==> config.mk <==
export PLATFORM = sky130hd
export DESIGN_NAME = pipe_mag_comp
export DESIGN_NICKNAME = d
export VERILOG_FILES = /design/src/rtl/pipe_mag_comp_pkg.sv /design/src/rtl/pipe_mag_comp_slice.sv /design/src/rtl/pipe_mag_comp.sv
export SDC_FILE = /design/constraint.sdc
export NUM_CORES = 1
export LEC_CHECK = 0
export CAP_MARGIN = 15
export CORE_UTILIZATION = 54
export DETAILED_ROUTE_END_ITERATION = 10
export PLACE_DENSITY = 0.78
export SETUP_SLACK_MARGIN = 0.3
export SLEW_MARGIN = 20
export SYNTH_ARGS = -nofsm -noshare
export SYNTH_HDL_FRONTEND = slang
export SYNTH_SLANG_ARGS = --single-unit
==> constraint.sdc <==
create_clock -name clk -period 1.8 [get_ports clk]
set_clock_uncertainty 0.2 [all_clocks]
set_input_delay 0.18 -clock clk [delete_from_list [all_inputs] [get_ports clk]]
set_output_delay 0.18 -clock clk [all_outputs]
set_load 0.01 [all_outputs]
==> src/rtl/pipe_mag_comp_pkg.sv <==
// Shared definitions for the pipelined magnitude comparator.
//   cmp_res_t    : per-stage compare state (EQ means "not yet decided")
//   stages_f     : number of pipeline stages for a WIDTH/SLICE pair
//   rem_bits_f   : operand bits still to be compared after stage k
//   rem_off_f    : offset of stage k's leftover bits in the packed leftover bus
//   rem_total_f  : total leftover bits held across all stages
package cmp_pkg;

  typedef enum logic [1:0] {
    CMP_EQ = 2'd0,
    CMP_GT = 2'd1,
    CMP_LT = 2'd2
  } cmp_res_t;

  function automatic int stages_f(input int width, input int slice);
    return width / slice;
  endfunction

  // Stage k has consumed slices 0..k, so the registers behind it only carry
  // the lower bits that are still to be compared.
  function automatic int rem_bits_f(input int width, input int slice, input int k);
    return width - (k + 1) * slice;
  endfunction

  function automatic int rem_off_f(input int width, input int slice, input int k);
    int off;
    off = 0;
    for (int j = 0; j < k; j++) begin
      off += rem_bits_f(width, slice, j);
    end
    return off;
  endfunction

  function automatic int rem_total_f(input int width, input int slice);
    return rem_off_f(width, slice, stages_f(width, slice));
  endfunction

endpackage

==> src/rtl/pipe_mag_comp_slice.sv <==
// Combinational unsigned compare of one SLICE-bit operand slice.
//   a_s, b_s : slice of operand A / B (already sign-adjusted upstream)
//   gt_s     : a_s > b_s
//   lt_s     : a_s < b_s
module cmp_slice #(
  parameter int SLICE = 4
) (
  input  logic [SLICE-1:0] a_s,
  input  logic [SLICE-1:0] b_s,
  output logic             gt_s,
  output logic             lt_s
);

  assign gt_s = (a_s > b_s);
  assign lt_s = (a_s < b_s);

endmodule

==> src/rtl/pipe_mag_comp.sv <==
// Pipelined WIDTH-bit magnitude comparator, MSB slice first, one SLICE-bit
// slice per stage, with signed/unsigned mode and a valid/ready stream.
//   clk, rst_n          : clock, asynchronous active-low reset
//   in_valid / in_ready : operand pair handshake (a, b, is_signed)
//   out_valid/ out_ready: result handshake (gt, lt, eq one-hot when valid)
// The whole pipeline advances together: it stalls only when the result
// register is full and the consumer is not taking it.
module pipe_mag_comp
  import cmp_pkg::*;
#(
  parameter int WIDTH = 16,
  parameter int SLICE = 4
) (
  input  logic             clk,
  input  logic             rst_n,
  input  logic             in_valid,
  output logic             in_ready,
  input  logic [WIDTH-1:0] a,
  input  logic [WIDTH-1:0] b,
  input  logic             is_signed,
  output logic             out_valid,
  input  logic             out_ready,
  output logic             gt,
  output logic             lt,
  output logic             eq
);

  localparam int STAGES  = stages_f(WIDTH, SLICE);
  localparam int REM_TOT = rem_total_f(WIDTH, SLICE);
  localparam int REM_W   = (REM_TOT > 0) ? REM_TOT : 1;
  localparam int RES_N   = (STAGES > 1) ? STAGES - 1 : 1;

  if (((WIDTH % SLICE) != 0) || (WIDTH < 2)) begin : g_param_err
    $error("pipe_mag_comp: WIDTH (%0d) must be >= 2 and a multiple of SLICE (%0d)",
           WIDTH, SLICE);
  end

  logic              adv;
  logic [STAGES-1:0] stage_valid;
  cmp_res_t          stage_res [RES_N];
  logic [REM_W-1:0]  rem_a;
  logic [REM_W-1:0]  rem_b;
  logic [WIDTH-1:0]  a_in;
  logic [WIDTH-1:0]  b_in;

  // Flipping the sign bits maps two's-complement order onto unsigned order,
  // so every stage can stay a plain unsigned slice compare.
  assign a_in = {a[WIDTH-1] ^ is_signed, a[WIDTH-2:0]};
  assign b_in = {b[WIDTH-1] ^ is_signed, b[WIDTH-2:0]};

  assign out_valid = stage_valid[STAGES-1];
  assign adv       = ~out_valid | out_ready;
  assign in_ready  = adv;

  if (REM_TOT == 0) begin : g_no_rem
    assign rem_a = '0;
    assign rem_b = '0;
  end

  if (STAGES == 1) begin : g_no_res
    assign stage_res[0] = CMP_EQ;
  end

  for (genvar k = 0; k < STAGES; k++) begin : g_stage
    localparam int REM   = rem_bits_f(WIDTH, SLICE, k);
    localparam int OFF   = rem_off_f(WIDTH, SLICE, k);
    localparam int P_REM = (k > 0) ? rem_bits_f(WIDTH, SLICE, k - 1) : 0;
    localparam int P_OFF = (k > 0) ? rem_off_f(WIDTH, SLICE, k - 1) : 0;

    logic             up_valid;
    cmp_res_t         up_res;
    logic [SLICE-1:0] sa;
    logic [SLICE-1:0] sb;
    logic             gt_s;
    logic             lt_s;
    cmp_res_t         res_new;
    logic             valid_q;
    logic             valid_d;

    if (k == 0) begin : g_first
      assign up_valid = in_valid;
      assign up_res   = CMP_EQ;
      assign sa       = a_in[WIDTH-1 -: SLICE];
      assign sb       = b_in[WIDTH-1 -: SLICE];
    end else begin : g_next
      assign up_valid = stage_valid[k-1];
      assign up_res   = stage_res[k-1];
      // Top slice of the previous stage's leftover bits is this stage's slice.
      assign sa       = rem_a[P_OFF + P_REM - 1 -: SLICE];
      assign sb       = rem_b[P_OFF + P_REM - 1 -: SLICE];
    end

    cmp_slice #(.SLICE(SLICE)) u_slice (
      .a_s  (sa),
      .b_s  (sb),
      .gt_s (gt_s),
      .lt_s (lt_s)
    );

    // A higher slice that already differed decides the result; lower slices
    // only matter while everything above them was equal.
    // NOTE: every always_comb output gets a default on entry so no path can
    // leave it unassigned, which would otherwise infer a latch.
    always_comb begin
      res_new = up_res;
      if (up_res == CMP_EQ) begin
        if (gt_s) begin
          res_new = CMP_GT;
        end else if (lt_s) begin
          res_new = CMP_LT;
        end
      end
    end

    always_comb begin
      valid_d = valid_q;
      if (adv) begin
        valid_d = up_valid;
      end
    end

    // NOTE: state registers use non-blocking assignment so every flop samples
    // the pre-edge value of its neighbours, independent of block order.
    always_ff @(posedge clk or negedge rst_n) begin
      if (!rst_n) begin
        valid_q <= 1'b0;
      end else begin
        valid_q <= valid_d;
      end
    end

    assign stage_valid[k] = valid_q;

    if (k < STAGES - 1) begin : g_mid
      cmp_res_t       res_q;
      cmp_res_t       res_d;
      logic [REM-1:0] ra_q;
      logic [REM-1:0] ra_d;
      logic [REM-1:0] rb_q;
      logic [REM-1:0] rb_d;
      logic [REM-1:0] src_a;
      logic [REM-1:0] src_b;

      if (k == 0) begin : g_src_in
        assign src_a = a_in[REM-1:0];
        assign src_b = b_in[REM-1:0];
      end else begin : g_src_prev
        assign src_a = rem_a[P_OFF +: REM];
        assign src_b = rem_b[P_OFF +: REM];
      end

      // Data follows its valid: a bubble never overwrites the held pair.
      always_comb begin
        res_d = res_q;
        ra_d  = ra_q;
        rb_d  = rb_q;
        if (adv && up_valid) begin
          res_d = res_new;
          ra_d  = src_a;
          rb_d  = src_b;
        end
      end

      // NOTE: data registers are reset too; the cost is small and it keeps
      // the pipeline contents deterministic after reset.
      always_ff @(posedge clk or negedge rst_n) begin
        if (!rst_n) begin
          res_q <= CMP_EQ;
          ra_q  <= '0;
          rb_q  <= '0;
        end else begin
          res_q <= res_d;
          ra_q  <= ra_d;
          rb_q  <= rb_d;
        end
      end

      assign stage_res[k]       = res_q;
      assign rem_a[OFF +: REM]  = ra_q;
      assign rem_b[OFF +: REM]  = rb_q;
    end else begin : g_last
      logic gt_q, gt_d;
      logic lt_q, lt_d;
      logic eq_q, eq_d;

      // Still undecided after the last slice means the operands are equal.
      always_comb begin
        gt_d = gt_q;
        lt_d = lt_q;
        eq_d = eq_q;
        if (adv && up_valid) begin
          gt_d = (res_new == CMP_GT);
          lt_d = (res_new == CMP_LT);
          eq_d = (res_new == CMP_EQ);
        end
      end

      always_ff @(posedge clk or negedge rst_n) begin
        if (!rst_n) begin
          gt_q <= 1'b0;
          lt_q <= 1'b0;
          eq_q <= 1'b0;
        end else begin
          gt_q <= gt_d;
          lt_q <= lt_d;
          eq_q <= eq_d;
        end
      end

      assign gt = gt_q;
      assign lt = lt_q;
      assign eq = eq_q;
    end
  end

endmodule
==> impl_summary.txt, run 1 <==
----------------------------------------------------
[STA]
  Count of pins over their slew limit ... 0
  Share of the cycle needed by the critical path after routing ... 0.907
  Final-report setup violation count ... 0
  Post-route minimum period ... 1.63 ns
  Final worst hold slack ... 0.182 ns
  Relative slew slack ... 0.746
  Achievable frequency ... 612 MHz
  Setup repair after global routing missed its margin ... true
  Final total negative setup slack ... 0 ns
  Transition at the pin with the smallest max-transition slack ... 0.380 ns
  Final number of hold-violating endpoints ... 0

[Synthesis]
  Most frequent cells after synthesis ... sky130_fd_sc_hd__dfrtp_1, sky130_fd_sc_hd__mux2_2, sky130_fd_sc_hd__inv_1, sky130_fd_sc_hd__mux2_4, sky130_fd_sc_hd__ha_1
  Synth Cell Area ... 0.00285 mm^2
  Number of standard cells after synthesis ... 202
  Yosys warns ... 0
  Number of library cell types mapped by synthesis ... 38
  Post-synthesis area per instance ... 14.1 um^2
  Number of enable-type register cells in the synthesized netlist ... 0
  Largest area contributor in the synthesized netlist ... sky130_fd_sc_hd__dfrtp_1
  Sequential element share of the synthesized area ... 0.536
  Number of synthesized register bits ... 61
  Largest cells by area after synthesis ... sky130_fd_sc_hd__dfrtp_1, sky130_fd_sc_hd__mux2_2, sky130_fd_sc_hd__mux2_4, sky130_fd_sc_hd__ha_1, sky130_fd_sc_hd__inv_1
  Share of the synthesized area in the top cell type ... 0.536
  Most instantiated flip-flop cell in the synthesis netlist ... sky130_fd_sc_hd__dfrtp_1
  Fraction of registers with async set/reset ... 1.00
  Most used standard cell by instance count after synthesis ... sky130_fd_sc_hd__dfrtp_1
  Syn_nets ... 255

[Setup path]
  Critical path arrival ... 1.64 ns
  Worst Setup End Kind ... flip-flop
  Maximum fanout along the worst path ... 3
  CP Launch Type ... flip-flop
  Data required, critical path ... 1.81 ns
  Critical path type ... reg -> reg

[Die]
  Number of I/O pins ... 42
  Area of the placeable core ... 0.00511 mm^2
  Overall die area ... 0.00557 mm^2
  Height of the die ... 74.6 um
  Standard-cell row count ... 26
  Effective utilization at floorplan ... 0.557
  Die X ... 74.6 um

[Routing]
  Vias ... 1718
  Violation count after the first detailed-routing iteration ... 63
  Remaining routing DRC violations ... 0
  Post-Route WL ... 4740 um
  WL per Instance ... 14.2 um
  Average vias per placed instance ... 5.14
  Number of antenna-violating nets in the routed design ... 0
  Detailed-router iteration count before antenna repair ... 4

[Final layout]
  Final net count ... 313
  Filler cell count ... 328
  Core occupancy in the finished layout ... 0.732
  Ant. Diodes ... 0
  Layout area overhead ... 31.3%
  Fraction of final layout cells sized beyond drive strength 1 ... 0.360

[Clock network]
  Clock-pin transition on the worst setup and hold timing paths ... 0.06 ns
  Number of buffers added by the clock tree synthesis step ... 9
  Sinks on Clock Net ... 61
  Number of H-tree branching levels ... 3
  Clock insertion delay at the later pin of the skew report ... 0.33 ns
  Root Buffer ... sky130_fd_sc_hd__clkbuf_8
  Clock tree from TritonCTS ... built
  Maximum number of buffers from clock root to sink ... 2

[Place]
  Detailed placer's ending HPWL ... 3000 um
  Placer Congestion ... 0.706
  Number of buffer cells added on primary ports ... 41

[Global route]
  Overall global routing resource usage ... 0.200
  Vias in the first global route ... 1764
  Number of antenna violations at the first check in global routing ... 0
  Pin count of the biggest net entering global routing ... 62
  Remaining global-route overflow ... 0
  Wire length of the first global-routing pass ... 8030 um

[Outcome]
  Run status ... completed

[Power and ir drop]
  Worst-case vdd ir drop ... 0.676 mV
  Power density over cell area ... 1580 mW/mm^2
  LEAKAGE ... 1.80 nW

[Hold path]
  Min-Delay Path Class ... in -> async

[Job]
  Max-cap violation count ... 0

----------------------------------------------------
## stage by stage
stage | instance area (um^2) | power, mW | cells | setup slack, ns
5_1_grt | 3740 | 6.29 | 334 | 0.108
3_5_place_dp | 3380 | 4.36 | 310 | -0.202
4_1_cts | 3670 | 5.75 | 329 | 0.178
3_3_place_gp | 3380 | 4.28 | 310 | -0.129
2_1_floorplan | 2940 | 3.92 | 202 | 0.233
6_report | 3740 | 5.91 | 334 | 0.167
## timing repair
item / in CTS / in global routing
gates resized for setup: 18 / 9
hold endpoints to repair: 61 / 0
pin swaps: 9 / 4
buffers inserted: 3 / 5
setup endpoints to repair: 38 / 54
hold buffers: 1 / 0
## path summary, 6_finish.rpt
| kind | endpoint | startpoint | cells after the start | slack [ns] |
|---|---|---|---|---|
| worst max-delay path | gt | g_stage[2].g_mid.ra_q[3] | 4 | 0.17 |
| worst max register to register | gt | g_stage[2].g_mid.ra_q[3] | 4 | 0.17 |
| min in group clk | g_stage[0].g_mid.res_q[0] | b[14] | 5 | 0.24 |
| max in group asynchronous | gt | rst_n | 3 | 0.95 |
| worst min register to register | lt | lt | 2 | 0.27 |
| worst min-delay path | g_stage[2].valid_q | rst_n | 3 | 0.18 |
## cell families after synthesis
logic type | after synthesis | share of synthesized area
AOI/OAI and AO/OA | 21 | 0.0532
and+or+nand+nor | 27 | 0.0580
buffers and inverters | 24 | 0.0510
muxes | 51 | 0.225
xor gates and xnor gates | 2 | 0.00615
adders and majority gates | 16 | 0.0703
DFF | 61 | 0.536
## power by group
group	total (mW)	internal, mW	switching, mW	leakage [nW]
clock	1.12	0.632	0.486	0.0875
combinational	2.48	1.53	0.946	0.996
sequential	2.31	1.93	0.378	0.716
total	5.91	4.10	1.81	1.80
## cell usage in the layout (no fill, tap or decap), drive strengths merged, types with 2 or more instances in the layout
cell type	count
nand3b	2
buf	11
inv	19
nand2	14
a41o	2
o21ai	2
nor2b	2
a21oi	5
o31ai	2
ha	16
a211oi	2
clkbuf	13
dlygate4sd2	7
clkdlybuf4s50	31
mux2	50
dlymetal6s2s	2
nor2	4
dfrtp	61
## critical path, cell delays in order (launching register included)
cell and delay [ns]:
sky130_fd_sc_hd__dfrtp_1 0.41, sky130_fd_sc_hd__ha_4 0.29, sky130_fd_sc_hd__nand4_1 0.08, sky130_fd_sc_hd__or2_2 0.29, sky130_fd_sc_hd__a32o_1 0.25
## per-layer routing
metal / GRT usage / vias to the layer above / wire [um]
met3: 0.0474 / 9 / 126
met1: 0.249 / 849 / 2200
met4: 0.101 / 0 / 93
li1: - / 822 / -
met2: 0.327 / 38 / 2320
met5: 0 / - / 0
## state kept, by name, indices dropped and copies added (netlist names)
name / flops
gt: 1
g_stage.g_mid.res_q: 6
g_stage.valid_q: 3
out_valid: 1
eq: 1
lt: 1
g_stage.g_mid.rb_q: 24
g_stage.g_mid.ra_q: 24
## area by class of cell
type                    count  area [um^2]  share of cell area
flip-flops and latches     61         1530               0.408
repair buffers             52          499               0.134
clock inverters             2         35.0             0.00937
multi-input cells         117         1370               0.368
clock buffers              13          139              0.0372
well taps                  70         87.6              0.0234
inverters                  19         76.3              0.0204
Power figures use the tool's default switching activity.
==> run 2: changes to the inputs <==
SETUP_SLACK_MARGIN = 0.02   (was 0.3)
SKIP_LAST_GASP = 1   (was not set)
==> run 2 against run 1 <==
Total power rose by 0.27%; global-route usage decreased by 0.85 points; sequential share of layout area up 1.3 points; clock power up 57%; via count is 2.5% lower; utilization fell by 2.2 points; non-clock buffer count down 6; first-iteration DRC count fell by 14%; routed wire length down 6.1%; worst setup slack lost 0.12 ns; highest routed layer unchanged; die area did not move.
==> impl_summary.txt, run 2 (synthesis results as in run 1) <==
----------------------------------------------------
[Die]
  Standard-cell row count ... 26
  Overall die area ... 0.00557 mm^2
  Height of the die ... 74.6 um
  Effective utilization at floorplan ... 0.557
  Area of the placeable core ... 0.00511 mm^2
  Number of I/O pins ... 42
  Die X ... 74.6 um

[Setup path]
  Critical path cell sequence ... ha_1 > nor2b_4 > o211ai_1 > a21oi_1 > o31ai_1
  Flop-to-flop setup slack ... 0.04 ns
  Critical path type ... reg -> reg
  Crit path buffers/inverters ... 0
  Highest-delay cell along the critical path ... sky130_fd_sc_hd__dfrtp_1
  Maximum cell stage delay along the critical path ... 0.38 ns
  Maximum fanout along the worst path ... 2
  CP Launch Type ... flip-flop
  Critical path arrival ... 1.78 ns
  Data required, critical path ... 1.82 ns
  Worst Setup End Kind ... flip-flop
  Largest delay contributor family on the critical path ... compound AO/OA/AOI/OAI gates

[Final layout]
  Registers with the most flip-flops ... g_stage.g_mid.ra_q (24), g_stage.g_mid.rb_q (24), g_stage.g_mid.res_q (6)
  Final net count ... 307
  Layout area overhead ... 27.4%
  Fraction of final layout cells sized beyond drive strength 1 ... 0.305
  Most common cell after layout, fill and taps aside ... sky130_fd_sc_hd__dfrtp_1
  Layout Cells excl Fill ... 329
  Ant. Diodes ... 0
  Highest-count cells in the layout ignoring fill and taps ... sky130_fd_sc_hd__dfrtp_1, sky130_fd_sc_hd__clkdlybuf4s50_1, sky130_fd_sc_hd__mux2_2
  Area of all placed cells without fillers ... 0.00363 mm^2

[Power and ir drop]
  LEAKAGE ... 1.69 nW
  Combinational fraction of design power ... 0.323
  Internal Pwr Total ... 4.29 mW
  Net switching power ... 1.64 mW
  Clock network fraction of total power ... 0.298
  Power density over cell area ... 1630 mW/mm^2
  Register share of total power ... 0.379
  Worst-case vdd ir drop ... 0.655 mV
  Net Sw Frac ... 0.276

[Routing]
  Detailed-router iteration count before antenna repair ... 4
  Post-Route WL ... 4450 um
  Violation count after the first detailed-routing iteration ... 54
  Number of antenna-violating nets in the routed design ... 0
  Vias ... 1675
  WL per Instance ... 13.5 um
  Average vias per placed instance ... 5.09
  Remaining routing DRC violations ... 0

[Global route]
  Number of antenna violations at the first check in global routing ... 0
  Pin count of the biggest net entering global routing ... 62
  Remaining global-route overflow ... 0
  Wire length of the first global-routing pass ... 7800 um
  Overall global routing resource usage ... 0.191
  Vias in the first global route ... 1851

[Clock network]
  Root Buffer ... sky130_fd_sc_hd__clkbuf_8
  Clock tree from TritonCTS ... built
  Sinks on Clock Net ... 61
  Clock insertion delay at the later pin of the skew report ... 0.33 ns
  Clock-pin transition on the worst setup and hold timing paths ... 0.07 ns
  Maximum number of buffers from clock root to sink ... 2
  Number of H-tree branching levels ... 3
  Number of buffers added by the clock tree synthesis step ... 9

[STA]
  Post-route minimum period ... 1.76 ns
  Setup repair after global routing missed its margin ... true
  Share of the cycle needed by the critical path after routing ... 0.975
  Transition at the pin with the smallest max-transition slack ... 0.315 ns
  Count of pins over their slew limit ... 0
  Final number of hold-violating endpoints ... 0
  Relative slew slack ... 0.790
  Final-report setup violation count ... 0
  Achievable frequency ... 570 MHz

[Place]
  Dpl cell area ... 0.00331 mm^2
  Number of buffer cells added on primary ports ... 41
  Detailed placer's ending HPWL ... 2940 um
  Placer Congestion ... 0.716
  Total placed cells including tap cells ... 311

[Hold path]
  Min-Delay Path Class ... in -> async

[Job]
  Max-cap violation count ... 0

[Outcome]
  Run status ... completed

----------------------------------------------------
-- run 2: tightest hold or removal path, stage by stage --
cell,delay [ns]
sky130_fd_sc_hd__dlygate4sd3_1,0.52
sky130_fd_sc_hd__buf_2,0.12
sky130_fd_sc_hd__buf_12,0.28
-- run 2: final timing paths --
path	startpoint	end	cells after the start
max in group asynchronous	rst_n	g_stage[0].g_mid.ra_q[10]	3
setup / recovery	g_stage[2].g_mid.ra_q[1]	lt	5
hold / removal	rst_n	out_valid	3
hold reg to reg	g_stage[2].valid_q	out_valid	1
setup reg to reg	g_stage[2].g_mid.ra_q[1]	lt	5
min in group clk	a[1]	g_stage[0].g_mid.ra_q[1]	2
-- run 2: final cells by class --
type / count / area (um^2)
clock buffer: 10 / 138
clock inverter: 6 / 158
fill: 368 / 1480
inverter: 19 / 76.3
multi-input combinational: 117 / 1180
sequential: 61 / 1530
tap: 70 / 87.6
timing repair buffer: 46 / 457
-- run 2: repair_timing --
item,4_1_cts,5_1_grt
endpoints found under the setup margin,2,2
resized for setup,1,3
hold endpoints to repair,61,0
hold buffers,1,0
buffers inserted,0,1
-- run 2: power by group through the flow --
stage	sequential (mW)	combinational, mW	clock, mW
floorplan	2.19	1.48	0
global placement	2.25	1.78	0
detailed placement	2.27	1.86	0
CTS	2.26	1.89	1.80
global route	2.33	2.14	1.85
finish	2.25	1.91	1.76
-- run 2: metal layers --
metal	share of wire	vias to the layer above	wire, um	global-route usage
met2	0.50	35	2240	0.330
met1	0.44	826	1970	0.222
met4	0.023	0	103	0.107
met5	0	-	0	0
met3	0.030	9	135	0.0393
li1	-	805	-	-
-- run 2: stage by stage --
step	power, mW	setup WS [ns]	utilization	hold slack [ns]	TNS, ns
6_report	5.93	0.0446	0.710	0.180	0
5_1_grt	6.32	-0.0182	0.710	0.228	-0.0182
4_1_cts	5.94	0.0183	0.707	0.198	0
3_5_place_dp	4.14	-0.180	0.647	0.0106	-1.48
3_3_place_gp	4.04	-0.132	0.647	0.0118	-0.537
2_1_floorplan	3.67	0.232	-	-0.316	0
==> run 3: changes to the inputs <==
==> constraint.sdc (replaced) <==
create_clock -name clk -period 1.8 [get_ports clk]
set_clock_uncertainty 0.2 [all_clocks]
set_input_delay 0.36 -clock clk [delete_from_list [all_inputs] [get_ports clk]]
set_output_delay 0.36 -clock clk [all_outputs]
set_load 0.01 [all_outputs]
==> run 3 against run 2 <==
Non-clock buffer count grew 3; combinational power shrank 4%; worst setup slack gained 0.021 ns; die area is the same; sequential power is essentially flat; clock-buffer cell count grew 5; cell count grew 0.91%; global-route usage shrank 0.48 points; sequential cell count is the same; clock power shrank 40%; critical path depth shrank 2.
==> impl_summary.txt, run 3 (synthesis results as in run 1) <==
----------------------------------------------------
[Place]
  Worst slack after detailed placement ... -0.364 ns
  Number of buffer cells added on primary ports ... 41
  Placer Congestion ... 0.741
  Detailed placer's ending HPWL ... 3110 um

[Routing]
  Vias ... 1695
  Violation count after the first detailed-routing iteration ... 39
  Detailed-router iteration count before antenna repair ... 4
  Remaining routing DRC violations ... 0
  Number of antenna-violating nets in the routed design ... 0
  WL per Instance ... 13.4 um
  Post-Route WL ... 4440 um
  Average vias per placed instance ... 5.11

[Power and ir drop]
  Power density over cell area ... 1460 mW/mm^2
  Worst-case vdd ir drop ... 0.560 mV
  LEAKAGE ... 1.68 nW

[Clock network]
  Number of buffers added by the clock tree synthesis step ... 9
  Clock tree from TritonCTS ... built
  Clock insertion delay at the later pin of the skew report ... 0.33 ns
  Setup repair bufs after CTS ... 0
  Root Buffer ... sky130_fd_sc_hd__clkbuf_8
  Number of H-tree branching levels ... 3
  Sinks on Clock Net ... 61
  Clock-pin transition on the worst setup and hold timing paths ... 0.06 ns
  Maximum number of buffers from clock root to sink ... 2

[Setup path]
  Worst Setup End Kind ... output port
  CP Launch Type ... flip-flop
  Critical path type ... reg -> out
  Data required, critical path ... 1.24 ns
  Critical path origin ... out_valid
  Flop-to-flop setup slack ... 0.13 ns
  FF-to-FF path depth ... 5
  Capture point of the worst reg-to-reg path ... gt
  Maximum fanout along the worst path ... 4
  Critical path arrival ... 1.17 ns
  RR Startpoint ... g_stage[2].g_mid.ra_q[1]

[STA]
  Achievable frequency ... 577 MHz
  Final-report setup violation count ... 0
  Post-layout worst setup margin ... 0.0657 ns
  Relative slew slack ... 0.718
  Post-route minimum period ... 1.73 ns
  Share of the cycle needed by the critical path after routing ... 0.963
  Transition at the pin with the smallest max-transition slack ... 0.422 ns
  Final number of hold-violating endpoints ... 0
  Final total negative setup slack ... 0 ns
  Count of pins over their slew limit ... 0
  Setup repair after global routing missed its margin ... true
  Final worst hold slack ... 0.289 ns

[Final layout]
  Registers with the most flip-flops ... g_stage.g_mid.ra_q (24), g_stage.g_mid.rb_q (24), g_stage.g_mid.res_q (6)
  Most common cell after layout, fill and taps aside ... sky130_fd_sc_hd__dfrtp_1
  Area of combinational cells with multiple inputs ... 0.00117 mm^2
  Ant. Diodes ... 0
  Combined flip-flop and latch cell area ... 0.00153 mm^2
  Layout area overhead ... 23.9%
  Highest-count cells in the layout ignoring fill and taps ... sky130_fd_sc_hd__dfrtp_1, sky130_fd_sc_hd__mux2_2, sky130_fd_sc_hd__clkdlybuf4s50_1
  Final net count ... 310
  Fraction of final layout cells sized beyond drive strength 1 ... 0.290
  Filler cell count ... 383

[Job]
  Max-cap violation count ... 0

[Global route]
  Pin count of the biggest net entering global routing ... 29
  Number of antenna violations at the first check in global routing ... 0
  Overall global routing resource usage ... 0.187
  Vias in the first global route ... 1714
  Remaining global-route overflow ... 0
  Wire length of the first global-routing pass ... 7450 um

[Hold path]
  Hold Crit Start ... g_stage[2].valid_q
  Endpoint, Worst Hold ... out_valid
  Min-Delay Path Class ... reg -> reg
  Depth of the worst hold-timing path ... 1

[Die]
  Effective utilization at floorplan ... 0.557
  Number of I/O pins ... 42
  Standard-cell row count ... 26
  Area of the placeable core ... 0.00511 mm^2
  Overall die area ... 0.00557 mm^2
  Height of the die ... 74.6 um
  Die X ... 74.6 um

[Outcome]
  Run status ... completed

----------------------------------------------------
[run 3: changes by cell type in the layout (fill, tap and decap cells not counted), moves of 2 or more]
cell and change:
sky130_fd_sc_hd__buf_4 +2, sky130_fd_sc_hd__clkdlybuf4s50_1 -8, sky130_fd_sc_hd__clkbuf_1 +4, sky130_fd_sc_hd__bufinv_16 -5
sky130_fd_sc_hd__dlygate4sd2_1 +5, sky130_fd_sc_hd__dlymetal6s2s_1 +2
[run 3: repair_timing]
item,in CTS,in global routing
setup endpoints to repair,6,3
hold buffers,1,0
gates resized for setup,7,3
endpoints found under the hold margin,14,0
gates cloned,0,0
pin swaps,1,4
[run 3: report_power, final]
part / internal, mW / switching (mW) / leakage, nW
Sequential: 1.93 / 0.318 / 0.716
Combinational: 1.08 / 0.760 / 0.874
Clock: 0.575 / 0.486 / 0.0877
Total: 3.59 / 1.56 / 1.68
[run 3: worst max-delay path by stage]
stage	to	slack, ns	cells after the start
2_1_floorplan	g_stage[0].g_mid.res_q[1]	0.18	6
5_1_grt	in_ready	0.007	3
3_5_place_dp	g_stage[0].g_mid.res_q[1]	-0.36	7
6_report	in_ready	0.07	3
3_3_place_gp	g_stage[0].g_mid.res_q[1]	-0.31	7
4_1_cts	in_ready	-0.002	3
[run 3: layer usage]
metal | global-route usage | share of wire | up-vias
met5 | 0 | 0 | -
met4 | 0.0943 | 0.016 | 0
met3 | 0.0732 | 0.047 | 6
met2 | 0.299 | 0.49 | 44
met1 | 0.218 | 0.44 | 828
li1 | - | - | 817
[run 3: worst max-delay path, stage by stage (launching register included)]
cell and delay, ns:
sky130_fd_sc_hd__dfrtp_1 0.37, sky130_fd_sc_hd__nor2b_4 0.14, sky130_fd_sc_hd__inv_6 0.08, sky130_fd_sc_hd__clkdlybuf4s15_1 0.24
[run 3: final cells by class]
| cell class | instances | area share |
|---|---|---|
| Timing Repair Buffer | 49 | 0.139 |
| Multi-Input combinational cell | 117 | 0.333 |
| Tap cell | 70 | 0.0248 |
| Clock buffer | 15 | 0.0472 |
| Clock inverter | 1 | 0.00142 |
| Sequential cell | 61 | 0.433 |
| Inverter | 19 | 0.0216 |
[run 3: through the flow]
step	area, um^2	utilization	cells	power [mW]
2_1_floorplan	2850	-	202	3.67
3_3_place_gp	3350	0.656	315	4.08
3_5_place_dp	3350	0.656	315	4.18
4_1_cts	3520	0.689	332	5.24
5_1_grt	3530	0.691	332	5.55
6_report	3530	0.691	332	5.16
